**src/rtl/mux253_pkg.sv**
```systemverilog
// Shared types and constants for the dual 4:1 selector scan sequencer.
package mux253_pkg;

    typedef enum logic [1:0] {
        IDLE   = 2'd0,
        SETTLE = 2'd1,
        SAMPLE = 2'd2,
        DONE   = 2'd3
    } state_e;

    // Channels per mux half and width of the assembled snapshot.
    localparam int NUM_CH = 4;
    localparam int SNAP_W = 8;

endpackage

```
**src/rtl/mux253_settle_timer.sv**
```systemverilog
// Settle timer: loads SETTLE_CYCLES-1, counts down on request, flags zero.
// The zero flag reflects the registered count, so a load of SETTLE_CYCLES-1
// yields exactly SETTLE_CYCLES cycles before the flag is seen.
module mux253_settle_timer #(
    parameter int SETTLE_CYCLES = 2
) (
    input  logic clk,
    input  logic rst,
    input  logic load_i,
    input  logic dec_i,
    output logic zero_o
);

    localparam int              CW       = $clog2(SETTLE_CYCLES + 1);
    localparam logic [CW-1:0]   LOAD_VAL = CW'(SETTLE_CYCLES - 1);

    logic [CW-1:0] cnt_q;
    logic [CW-1:0] cnt_d;

    // Next count: load has priority, decrement saturates at zero.
    always_comb begin
        cnt_d = cnt_q;
        if (load_i) begin
            cnt_d = LOAD_VAL;
        end else if (dec_i && (cnt_q != '0)) begin
            cnt_d = cnt_q - 1'b1;
        end
    end

    // Count register.
    always_ff @(posedge clk) begin
        if (rst) begin
            cnt_q <= '0;
        end else begin
            cnt_q <= cnt_d;
        end
    end

    assign zero_o = (cnt_q == '0);

endmodule

```
**src/rtl/mux253_scan_ctrl.sv**
```systemverilog
// Scan sequencer for a 74LS253-style dual 4:1 selector. Walks the shared
// selects through channels 0..3, waits SETTLE_CYCLES at each, samples both
// halves and publishes an 8-bit snapshot with a start/busy/done handshake.
// Optional macro MUX253_SCAN_CHG_EN adds a 'chg' pulse alongside 'done'
// when the new snapshot differs from the previous data_out.
module mux253_scan_ctrl
    import mux253_pkg::*;
#(
    parameter int SETTLE_CYCLES = 2
) (
    input  logic              clk,
    input  logic              rst,
    input  logic              start,
    input  logic [1:0]        chan_mask,
    input  logic              y1,
    input  logic              y2,
    output logic              sel_a,
    output logic              sel_b,
    output logic [1:0]        en_n,
    output logic              busy,
    output logic              done,
    output logic [SNAP_W-1:0] data_out
`ifdef MUX253_SCAN_CHG_EN
    ,
    output logic              chg
`endif
);

    state_e              state_q, state_d;
    logic [1:0]          idx_q, idx_d;
    logic [1:0]          mask_q, mask_d;
    logic [SNAP_W-1:0]   shadow_q, shadow_d;
    logic [SNAP_W-1:0]   data_q, data_d;
    logic [1:0]          sel_q, sel_d;
    logic [1:0]          en_n_q, en_n_d;
    logic                busy_q, busy_d;
    logic                done_q, done_d;
`ifdef MUX253_SCAN_CHG_EN
    logic                chg_q, chg_d;
`endif

    logic                tmr_load;
    logic                tmr_dec;
    logic                tmr_zero;

    mux253_settle_timer #(
        .SETTLE_CYCLES(SETTLE_CYCLES)
    ) u_timer (
        .clk    (clk),
        .rst    (rst),
        .load_i (tmr_load),
        .dec_i  (tmr_dec),
        .zero_o (tmr_zero)
    );

    // Next-state, capture and registered-output decode; outputs follow the
    // next state so they line up with the state they describe.
    always_comb begin
        state_d  = state_q;
        idx_d    = idx_q;
        mask_d   = mask_q;
        shadow_d = shadow_q;
        data_d   = data_q;
        tmr_load = 1'b0;
        tmr_dec  = 1'b0;
`ifdef MUX253_SCAN_CHG_EN
        chg_d    = 1'b0;
`endif

        case (state_q)
            IDLE: begin
                if (start) begin
                    mask_d   = chan_mask;
                    idx_d    = 2'd0;
                    shadow_d = '0;
                    tmr_load = 1'b1;
                    state_d  = SETTLE;
                end
            end
            SETTLE: begin
                if (tmr_zero) begin
                    state_d = SAMPLE;
                end else begin
                    tmr_dec = 1'b1;
                end
            end
            SAMPLE: begin
                // Disabled halves read as zero regardless of the pin level.
                shadow_d[{1'b0, idx_q}] = y1 & mask_q[0];
                shadow_d[{1'b1, idx_q}] = y2 & mask_q[1];
                if (idx_q == 2'(NUM_CH - 1)) begin
                    data_d  = shadow_d;
`ifdef MUX253_SCAN_CHG_EN
                    chg_d   = (shadow_d != data_q);
`endif
                    state_d = DONE;
                end else begin
                    idx_d    = idx_q + 2'd1;
                    tmr_load = 1'b1;
                    state_d  = SETTLE;
                end
            end
            DONE: begin
                state_d = IDLE;
            end
            default: begin
                state_d = IDLE;
            end
        endcase

        busy_d = (state_d == SETTLE) || (state_d == SAMPLE);
        done_d = (state_d == DONE);
        en_n_d = busy_d ? ~mask_d : 2'b11;
        // Selects move only when a new SETTLE begins; held otherwise.
        sel_d  = (state_d == SETTLE) ? idx_d : sel_q;
    end

    // State and registered outputs; reset aborts any scan in progress.
    always_ff @(posedge clk) begin
        if (rst) begin
            state_q  <= IDLE;
            idx_q    <= 2'd0;
            mask_q   <= 2'b00;
            shadow_q <= '0;
            data_q   <= '0;
            sel_q    <= 2'b00;
            en_n_q   <= 2'b11;
            busy_q   <= 1'b0;
            done_q   <= 1'b0;
`ifdef MUX253_SCAN_CHG_EN
            chg_q    <= 1'b0;
`endif
        end else begin
            state_q  <= state_d;
            idx_q    <= idx_d;
            mask_q   <= mask_d;
            shadow_q <= shadow_d;
            data_q   <= data_d;
            sel_q    <= sel_d;
            en_n_q   <= en_n_d;
            busy_q   <= busy_d;
            done_q   <= done_d;
`ifdef MUX253_SCAN_CHG_EN
            chg_q    <= chg_d;
`endif
        end
    end

    assign sel_a    = sel_q[0];
    assign sel_b    = sel_q[1];
    assign en_n     = en_n_q;
    assign busy     = busy_q;
    assign done     = done_q;
    assign data_out = data_q;
`ifdef MUX253_SCAN_CHG_EN
    assign chg      = chg_q;
`endif

endmodule

```
**config.mk**
```make
export PLATFORM = sky130hd
export DESIGN_NAME = mux253_scan_ctrl
export DESIGN_NICKNAME = d
export VERILOG_FILES = /design/src/rtl/mux253_pkg.sv /design/src/rtl/mux253_settle_timer.sv /design/src/rtl/mux253_scan_ctrl.sv
export SDC_FILE = /design/constraint.sdc
export NUM_CORES = 1
export LEC_CHECK = 0
export ABC_CLOCK_PERIOD_IN_PS = 2100
export BUFFER_PORTS_ARGS = -buffer_cell sky130_fd_sc_hd__buf_2
export CAP_MARGIN = 20
export CORE_MARGIN = 4
export CORE_UTILIZATION = 53
export DETAILED_ROUTE_END_ITERATION = 8
export PLACE_DENSITY_LB_ADDON = 0.2
export SLEW_MARGIN = 20
export SYNTH_ARGS = -nofsm -noshare
export SYNTH_HDL_FRONTEND = slang
export SYNTH_SLANG_ARGS = --single-unit
```
**constraint.sdc**
```tcl
create_clock -name clk -period 2.1 [get_ports clk]
set_clock_uncertainty 0.1 [all_clocks]
set_input_delay 0.21 -clock clk [delete_from_list [all_inputs] [get_ports clk]]
set_output_delay 0.21 -clock clk [all_outputs]
set_load 0.03 [all_outputs]
```
Word-level counts from Yosys, hierarchy flattened
Index checks and enable logic that the tools add are counted.
W data, S select, Z words.
{ "totals": {"mem_bits_ro": 0, "mem_count": 0, "regBits": 30, "ram_bits": 0, "latchBits": 0} }
{ "classes": {"magnitude_cmp": 4, "n_addsub": 2, "reduce_logical": 13, "n_mul": 0, "shift": 0, "bitwise_logic": 4, "muxes": 24, "eq_ne": 8, "n_div": 0} }
{ "ops": {"columns": ["cell", "count"], "rows": [
  ["$bwmux W8", 2],
  ["$pmux W8 S2", 1],
  ["$mux W2", 7],
  ["$eq A2 B2 Y1 const B", 5],
  ["$mux W1", 8],
  ["$mux W8", 1],
  ["$pmux W2 S4", 1],
  ["$reduce_bool A2 Y1", 3],
  ["$demux W1 S2", 2],
  ["$eq A2 B1 Y1 const B", 2],
  ["$logic_not A2 Y1", 2],
  ["$lt A2 B4 Y1 const B", 1],
  ["$lt A3 B4 Y1 const B", 1],
  ["$pmux W2 S2", 1],
  ["$reduce_and A2 Y1", 2],
  ["$reduce_or A2 Y1", 2],
  ["$ge A3 B1 Y1 const B", 1],
  ["$logic_and A1 B1 Y1", 3],
  ["$add A2 B1 Y2 const B", 1],
  ["$and A1 B1 Y1", 2],
  ["$ge A2 B1 Y1 const B", 1],
  ["$ne A2 B2 Y1 const B", 1],
  ["$not A2 Y2", 1],
  ["$pmux W1 S2", 1],
  ["other kinds (3)", 3]
]} }

Logic depth before layout (Yosys ltp)
Gate-level depths: netlist (run 1).
{ "depth": {"ltp_word": 7, "depth_mapped": 7} }

Hierarchy
From an unflattened synthesis (run 1), not the netlist that was laid out.
{ "unflattened": {"hier_cells": 130, "hier_area_um2": 1217.4} }
{ "by_module_without_submodules": {"columns": ["mod", "n_inst", "cells_per_inst", "area_each_um2"], "rows": [
  ["mux253_scan_ctrl", 1, 119, 1093.5],
  ["mux253_settle_timer", 1, 11, 123.9]
]} }

Least setup slack after synthesis (run 1)
No wires, ideal clock.
{ "synth_path": {"path_type": "reg2reg", "from": "register state_q[0]", "to": "register en_n_q[0] (netlist: en_n[0])", "synth_period_minus_slack_ns": 1.693, "setup_slack_ns": 0.407, "setup_ns": 0.118, "t_required_ns": 1.882, "path_buffers": 2, "stages_incl_launch_ff": 8, "t_arrival_ns": 1.475, "cell_sequence": "dfxtp_1 buf_2 and4b_1 buf_2 a31oi_1 ha_1 nor2_1 nand2b_1"} }
{ "synth_between": {"elab_chain_len": 6, "word_cells_on_any_way": 14} }
{ "synth_rtl": {"columns": ["element", "line_no", "text"], "rows": [
  ["start, declared", "mux253_scan_ctrl.sv:29", "state_e state_q, state_d;"],
  ["start signal, assigned", "mux253_scan_ctrl.sv:134", "state_q <= state_d;"],
  ["$eq A2 B2 Y1 (tied with other cells)", "mux253_scan_ctrl.sv:70", "case (state_q)"],
  ["$pmux W2 S4", "mux253_scan_ctrl.sv:70", null],
  ["$eq A2 B1 Y1 or $eq A2 B2 Y1 (tied branches)", "mux253_scan_ctrl.sv:111", "busy_d = (state_d == SETTLE) || (state_d == SAMPLE);"],
  ["$logic_or A1 B1 Y1", "mux253_scan_ctrl.sv:111", null],
  ["$not A1 Y1 (no line)", null, null],
  ["$reduce_or A2 Y1 (no line)", null, null],
  ["end signal, assigned", "mux253_scan_ctrl.sv:140", "en_n_q <= en_n_d;"],
  ["end, declared", "mux253_scan_ctrl.sv:35", "logic [1:0] en_n_q, en_n_d;"]
]} }
Several ways; a longest one is shown, not always the timed one.
A chain may end at the register's enable or synchronous reset.

Final worst setup path (run 1)
{ "layout_path": {"from": "register state_q[0]", "to": "register en_n_q[0] (netlist: en_n[0])"} }
{ "layout_between": {"elab_chain_len": 6, "word_cells_on_any_way": 14} }
{ "layout_rtl": {"columns": ["element", "line_no"], "rows": [
  ["$eq A2 B2 Y1 (tied with other cells)", "mux253_scan_ctrl.sv:70"],
  ["$pmux W2 S4 (*)", "mux253_scan_ctrl.sv:70"],
  ["net state_d[0]", "mux253_scan_ctrl.sv:29"],
  ["$eq A2 B1 Y1 or $eq A2 B2 Y1 (tied branches)", "mux253_scan_ctrl.sv:111"],
  ["$logic_or A1 B1 Y1 (*)", "mux253_scan_ctrl.sv:111"],
  ["$not A1 Y1 (no line) (*)", null],
  ["$reduce_or A2 Y1 (no line) (*)", null]
]} }
Mark *: on every way through the listed nets, which the timed path passes. The rest lies on a longest branch.

==> results of run 1 <==
[final cells by class]
class	instances	area share, %
well taps	27	2.63
multi-input cells	79	41.8
flip-flops and latches	28	43.7
inverters	6	1.76
repair buffers	21	8.39
clock buffers	3	1.76
[power breakdown]
group | switching [µW] | total, µW | internal (µW)
clock network | 148 | 215 | 67.3
registers | 13.8 | 563 | 549
logic | 71.4 | 120 | 48.8
[worst max-delay path by stage]
stage | endpoint | cells after the start | slack, ns
floorplan | en_n[0] | 7 | 0.41
global placement | en_n[0] | 5 | 0.39
detailed placement | en_n[0] | 5 | 0.33
CTS | en_n[0] | 5 | 0.30
global route | sel_q[1] | 5 | 0.17
finish | en_n[0] | 5 | 0.31
[tightest hold or removal path, delay by kind of cell]
| kind | cells | cell delay [ns] |
|---|---|---|
| buf+inv | 1 | 0.07 |
| mux | 1 | 0.07 |
| simple gates | 1 | 0.08 |
[Yosys cell counts (all sizes together), types with 2 or more instances]
cell type / n
ha: 3
inv: 6
dfxtp: 28
nor3b: 2
nand3: 3
mux2i: 2
a22o: 5
o21ai: 2
and2: 2
nand2: 16
nor2b: 5
o22ai: 3
buf: 8
nor2: 9
nand2b: 2
a21oi: 9
or3b: 2
[kinds of logic after synthesis]
group / synth area share, %
muxes: 1.72
and+or+nand+nor: 22.6
buffers and inverters: 5.81
DFF: 48.2
AOI/OAI and AO/OA: 17.7
adders and majority gates: 3.23
xor gates and xnor gates: 0.753
[routing by layer]
layer / share of wire (%) / track usage (%)
met3: 5.3 / 3.27
met4: 1.7 / 7.88
met1: 48 / 20.6
met2: 45 / 26.6
met5: 0 / 0
[flip-flops by register name, indices dropped and copies added, names as in the netlist]
register       flops
u_timer.cnt_q      2
shadow_q           6
idx_q              2
done               1
sel_q              2
state_q            2
data_out           8
busy               1
mask_q             2
en_n               2
[through the flow]
| step | setup WS [ns] | cells | hold slack [ns] |
|---|---|---|---|
| floorplan | 0.407 | 121 | 0.200 |
| global placement | 0.389 | 161 | 0.340 |
| CTS | 0.299 | 164 | 0.0318 |
| finish | 0.310 | 164 | 0.0371 |
| global route | 0.166 | 164 | 0.0513 |
| detailed placement | 0.327 | 161 | 0.344 |
==> flow_summary.yaml, run 1 <==
run_status:
  outcome: "finished clean"
critical_path:
  crit_type: "reg2reg"
  cp.arrival_ns: 1.91
  start_kind: "flip-flop"
  cp_top_family: "simple AND/OR/NAND/NOR gates"
  crit_chain: "o21ba_2, or2_2, ha_1, nor2_1, nand2b_1"
  end_kind: "flip-flop"
  cp_slowest_cell: "dfxtp_1"
  startpoint: "state_q[0]"
  reg2reg_to: "en_n[0]"
  r2r_cells: 5
  cp.required_ns: 2.22
  r2r_setup_slack_ns: 0.31
  r2r-start: "state_q[0]"
  critical_path_buf_inv_count: 0
  cp_max_fo: 11
  max_stage_delay_ns: 0.51
floorplan:
  die_w_um: 54.9
  core_um2: 2020
  row_count: 16
  fp.dieArea_um2: 3010
  die_h_um: 54.9
  initial_core_util_pct: 57.5
  io_pins: 21
yosys:
  yosys.area.top_type: "dfxtp_1"
  synth_cells: 121
  synth_area_um2: 1160
  synthTopCellsByArea: "dfxtp_1 48%, nand2_1 5.2%, a21oi_1 3.9%"
  ys.flop_type: "dfxtp_1"
  ys_warn_count: 0
  synthesis.nets: 131
  avgSynthCellArea_um2: 9.62
  synth_edf_count: 0
  ys_ff_latch: 28
  async_flop_share_pct: 0
  yosysTopAreaCellShare_pct: 48.2
  ys_types: 38
  ys_seq_area_share_pct: 48.2
clocking:
  root_buffer: "clkbuf_4"
  cts_buffers: 3
  cts.htree.levels: 1
  cts_tree: "yes"
  clock_sinks: 28
  clkLatencyLatePin_ns: 0.31
  ctsLongestPathBuffers: 2
  cts_setup_buffers: 0
  cts-resized-gates: 0
  clk_pin_slew_ns: 0.13
  ctsHoldBuffers: 0
final_layout:
  fillers: 178
  num_antenna_cells: 0
  multi_input_area_um2: 536
  design_area_um2: 1280
  layout-drive-gt1-share_pct: 24.1
  finalCoreUtilization_pct: 63.4
  nets: 149
  seqCellArea_um2: 561
  final_cell_mix: "28 x dfxtp_1, 20 x buf_2, 16 x nand2_1"
  area_growth_pct: 10.2
  final_common_cell: "dfxtp_1"
place:
  dp_hpwl_um: 1520
  port_buffers: 20
  placed_cell_area_um2: 1260
  globalplace.congestion: 0.871
worst_hold_path:
  hold_end: "mask_q[1]"
  hp-class: "in2reg"
  min-delay-start: "chan_mask[1]"
  holdPathStages: 3
flow_run:
  cap_viol_max_count: 0
timing:
  finalCriticalPeriod_ns: 1.79
  finalSetupTns_ns: 0
  finalSetupViolCount: 0
  worst_pin_slew_ns: 0.441
  slew_headroom_pct: 70.6
  rsz0062_at_grt: "no"
  finalHoldViolCount: 0
  post-route-period-util_pct: 85.3
  slew_viol_final: 0
  clock.fmax_mhz: 559
power:
  powerDensity_nw_per_um2: 701
  power.leakage_uw: 0.000539
  ir_drop_uv: 430
  power_uw: 899
route:
  drt_wl_total_um: 2090
  drt-initial-drc-count: 14
  detailedRoute.firstPassIterationCount: 6
  dr_total_vias: 885
  vias_per_cell: 5.40
  wl_per_cell_um: 12.7
  post-route-drc-count: 0
  ant_nets: 0
grt:
  grt_pass1_wl_um: 3550
  grtUsageTotal_pct: 16.4
  grt_max_degree: 24
  gr-total-overflow: 0
  grt_pass1_vias: 827
  grt_antenna_before_repair: 0
(Power assumes the default switching activity.)
==> run 2: changes to the inputs <==
--- a/config.mk
+++ b/config.mk
@@ -9,7 +9,8 @@
 export BUFFER_PORTS_ARGS = -buffer_cell sky130_fd_sc_hd__buf_2
 export CAP_MARGIN = 20
 export CORE_MARGIN = 4
-export CORE_UTILIZATION = 53
+export CORE_UTILIZATION = 45
+export CTS_BUF_LIST = sky130_fd_sc_hd__clkbuf_4 sky130_fd_sc_hd__clkbuf_8
 export DETAILED_ROUTE_END_ITERATION = 8
 export PLACE_DENSITY_LB_ADDON = 0.2
 export SLEW_MARGIN = 20
==> flow_summary.yaml, run 2 (same netlist as run 1, synthesis figures left out) <==
critical_path:
  cp_slowest_cell: "dfxtp_1"
  start_kind: "flip-flop"
  max_stage_delay_ns: 0.50
  crit_type: "reg2reg"
  crit_chain: "and4b_1, a31oi_1, ha_1, nor2_1, a311oi_1"
  end_kind: "flip-flop"
  cp_max_fo: 11
  cp.required_ns: 2.23
  r2r_cells: 5
  cp.arrival_ns: 1.94
final_layout:
  design_area_um2: 1290
  layout-drive-gt1-share_pct: 24.1
  largest_reg_flops: 8
  final_cell_mix: "28 x dfxtp_1, 20 x buf_2, 16 x nand2_1"
  nets: 149
  num_antenna_cells: 0
  final_common_cell: "dfxtp_1"
  area_growth_pct: 10.5
clocking:
  ctsLongestPathBuffers: 2
  root_buffer: "clkbuf_4"
  ctsHoldBuffers: 0
  cts_tree: "yes"
  clk_pin_slew_ns: 0.14
  cts-resized-gates: 0
  clock_sinks: 28
  cts.htree.levels: 1
  cts_setup_buffers: 0
  clkLatencyLatePin_ns: 0.32
  cts_buffers: 3
timing:
  worst_pin_slew_ns: 0.450
  slew_viol_final: 0
  finalHoldViolCount: 0
  rsz0062_at_grt: "no"
  finalSetupTns_ns: 0
  finalCriticalPeriod_ns: 1.81
  final.setup.worst_slack_ns: 0.288
  clock.fmax_mhz: 552
  post-route-period-util_pct: 86.3
  finalSetupViolCount: 0
  hold_slack_ns: 0.0348
  slew_headroom_pct: 70.0
run_status:
  outcome: "finished clean"
grt:
  grt_pass1_wl_um: 3540
  grt_antenna_before_repair: 0
  grt_pass1_vias: 815
  gr-total-overflow: 0
  grt_max_degree: 24
  grtUsageTotal_pct: 13.4
floorplan:
  initial_core_util_pct: 47.0
  io_pins: 21
  die_w_um: 58.9
  core_um2: 2480
  fp.dieArea_um2: 3460
  die_h_um: 58.9
  row_count: 18
place:
  dp_hpwl_um: 1580
  globalplace.congestion: 0.789
  port_buffers: 20
  dp_slack_ns: 0.302
  placed_cell_area_um2: 1260
route:
  drt-initial-drc-count: 26
  ant_nets: 0
  drt_wl_total_um: 2160
  dr_total_vias: 850
  vias_per_cell: 5.09
  post-route-drc-count: 0
  wl_per_cell_um: 13.0
  detailedRoute.firstPassIterationCount: 4
power:
  powerDensity_nw_per_um2: 695
  ir_drop_uv: 456
  power.leakage_uw: 0.000539
worst_hold_path:
  holdPathStages: 3
  hp-class: "in2reg"
flow_run:
  cap_viol_max_count: 0
[run 2: cell counts in the layout (fill, tap and decap cells not counted)]
No cell type changed its count.
[run 2: where the power goes]
group	internal (µW)	switching [µW]	leakage, µW	total, µW
Sequential	549	13.8	0.000227	563
Clock	67.2	142	0.0000138	209
Combinational	48.9	72.3	0.000298	121
Total	665	228	0.000539	894
[run 2: through the flow]
stage / power, µW / util [%] / cells
floorplan: 670 / - / 121
global placement: 694 / 51.0 / 164
detailed placement: 697 / 51.0 / 164
CTS: 915 / 51.9 / 167
global route: 949 / 51.9 / 167
finish: 894 / 51.9 / 167
[run 2: path summary, 6_finish.rpt]
check,from,to,slack (ns)
max,state_q[0],sel_q[1],0.29
min,y1,data_out[3],0.03
max reg2reg,state_q[0],sel_q[1],0.29
min reg2reg,data_out[0],data_out[0],0.36
[run 2: routing by layer]
layer / part of all wire, % / GRT usage, %
met4: 0.65 / 5.83
met2: 48 / 22.6
met3: 3.7 / 2.85
met5: 0 / 0
met1: 48 / 16.5
[run 2: cell type report]
class	count	area [µm²]
clock buffer	3	22.5
fill	248	1190
inverter	6	22.5
multi-input combinational	79	536
sequential	28	561
tap	30	37.5
timing repair buffer	21	108
[run 2: worst max-delay path, delay by kind of cell, from the launching register on]
kind,cells,cell delay [ns]
flops,1,0.50
compound gates,2,0.55
simple gates,2,0.30
fa+ha+maj,1,0.27
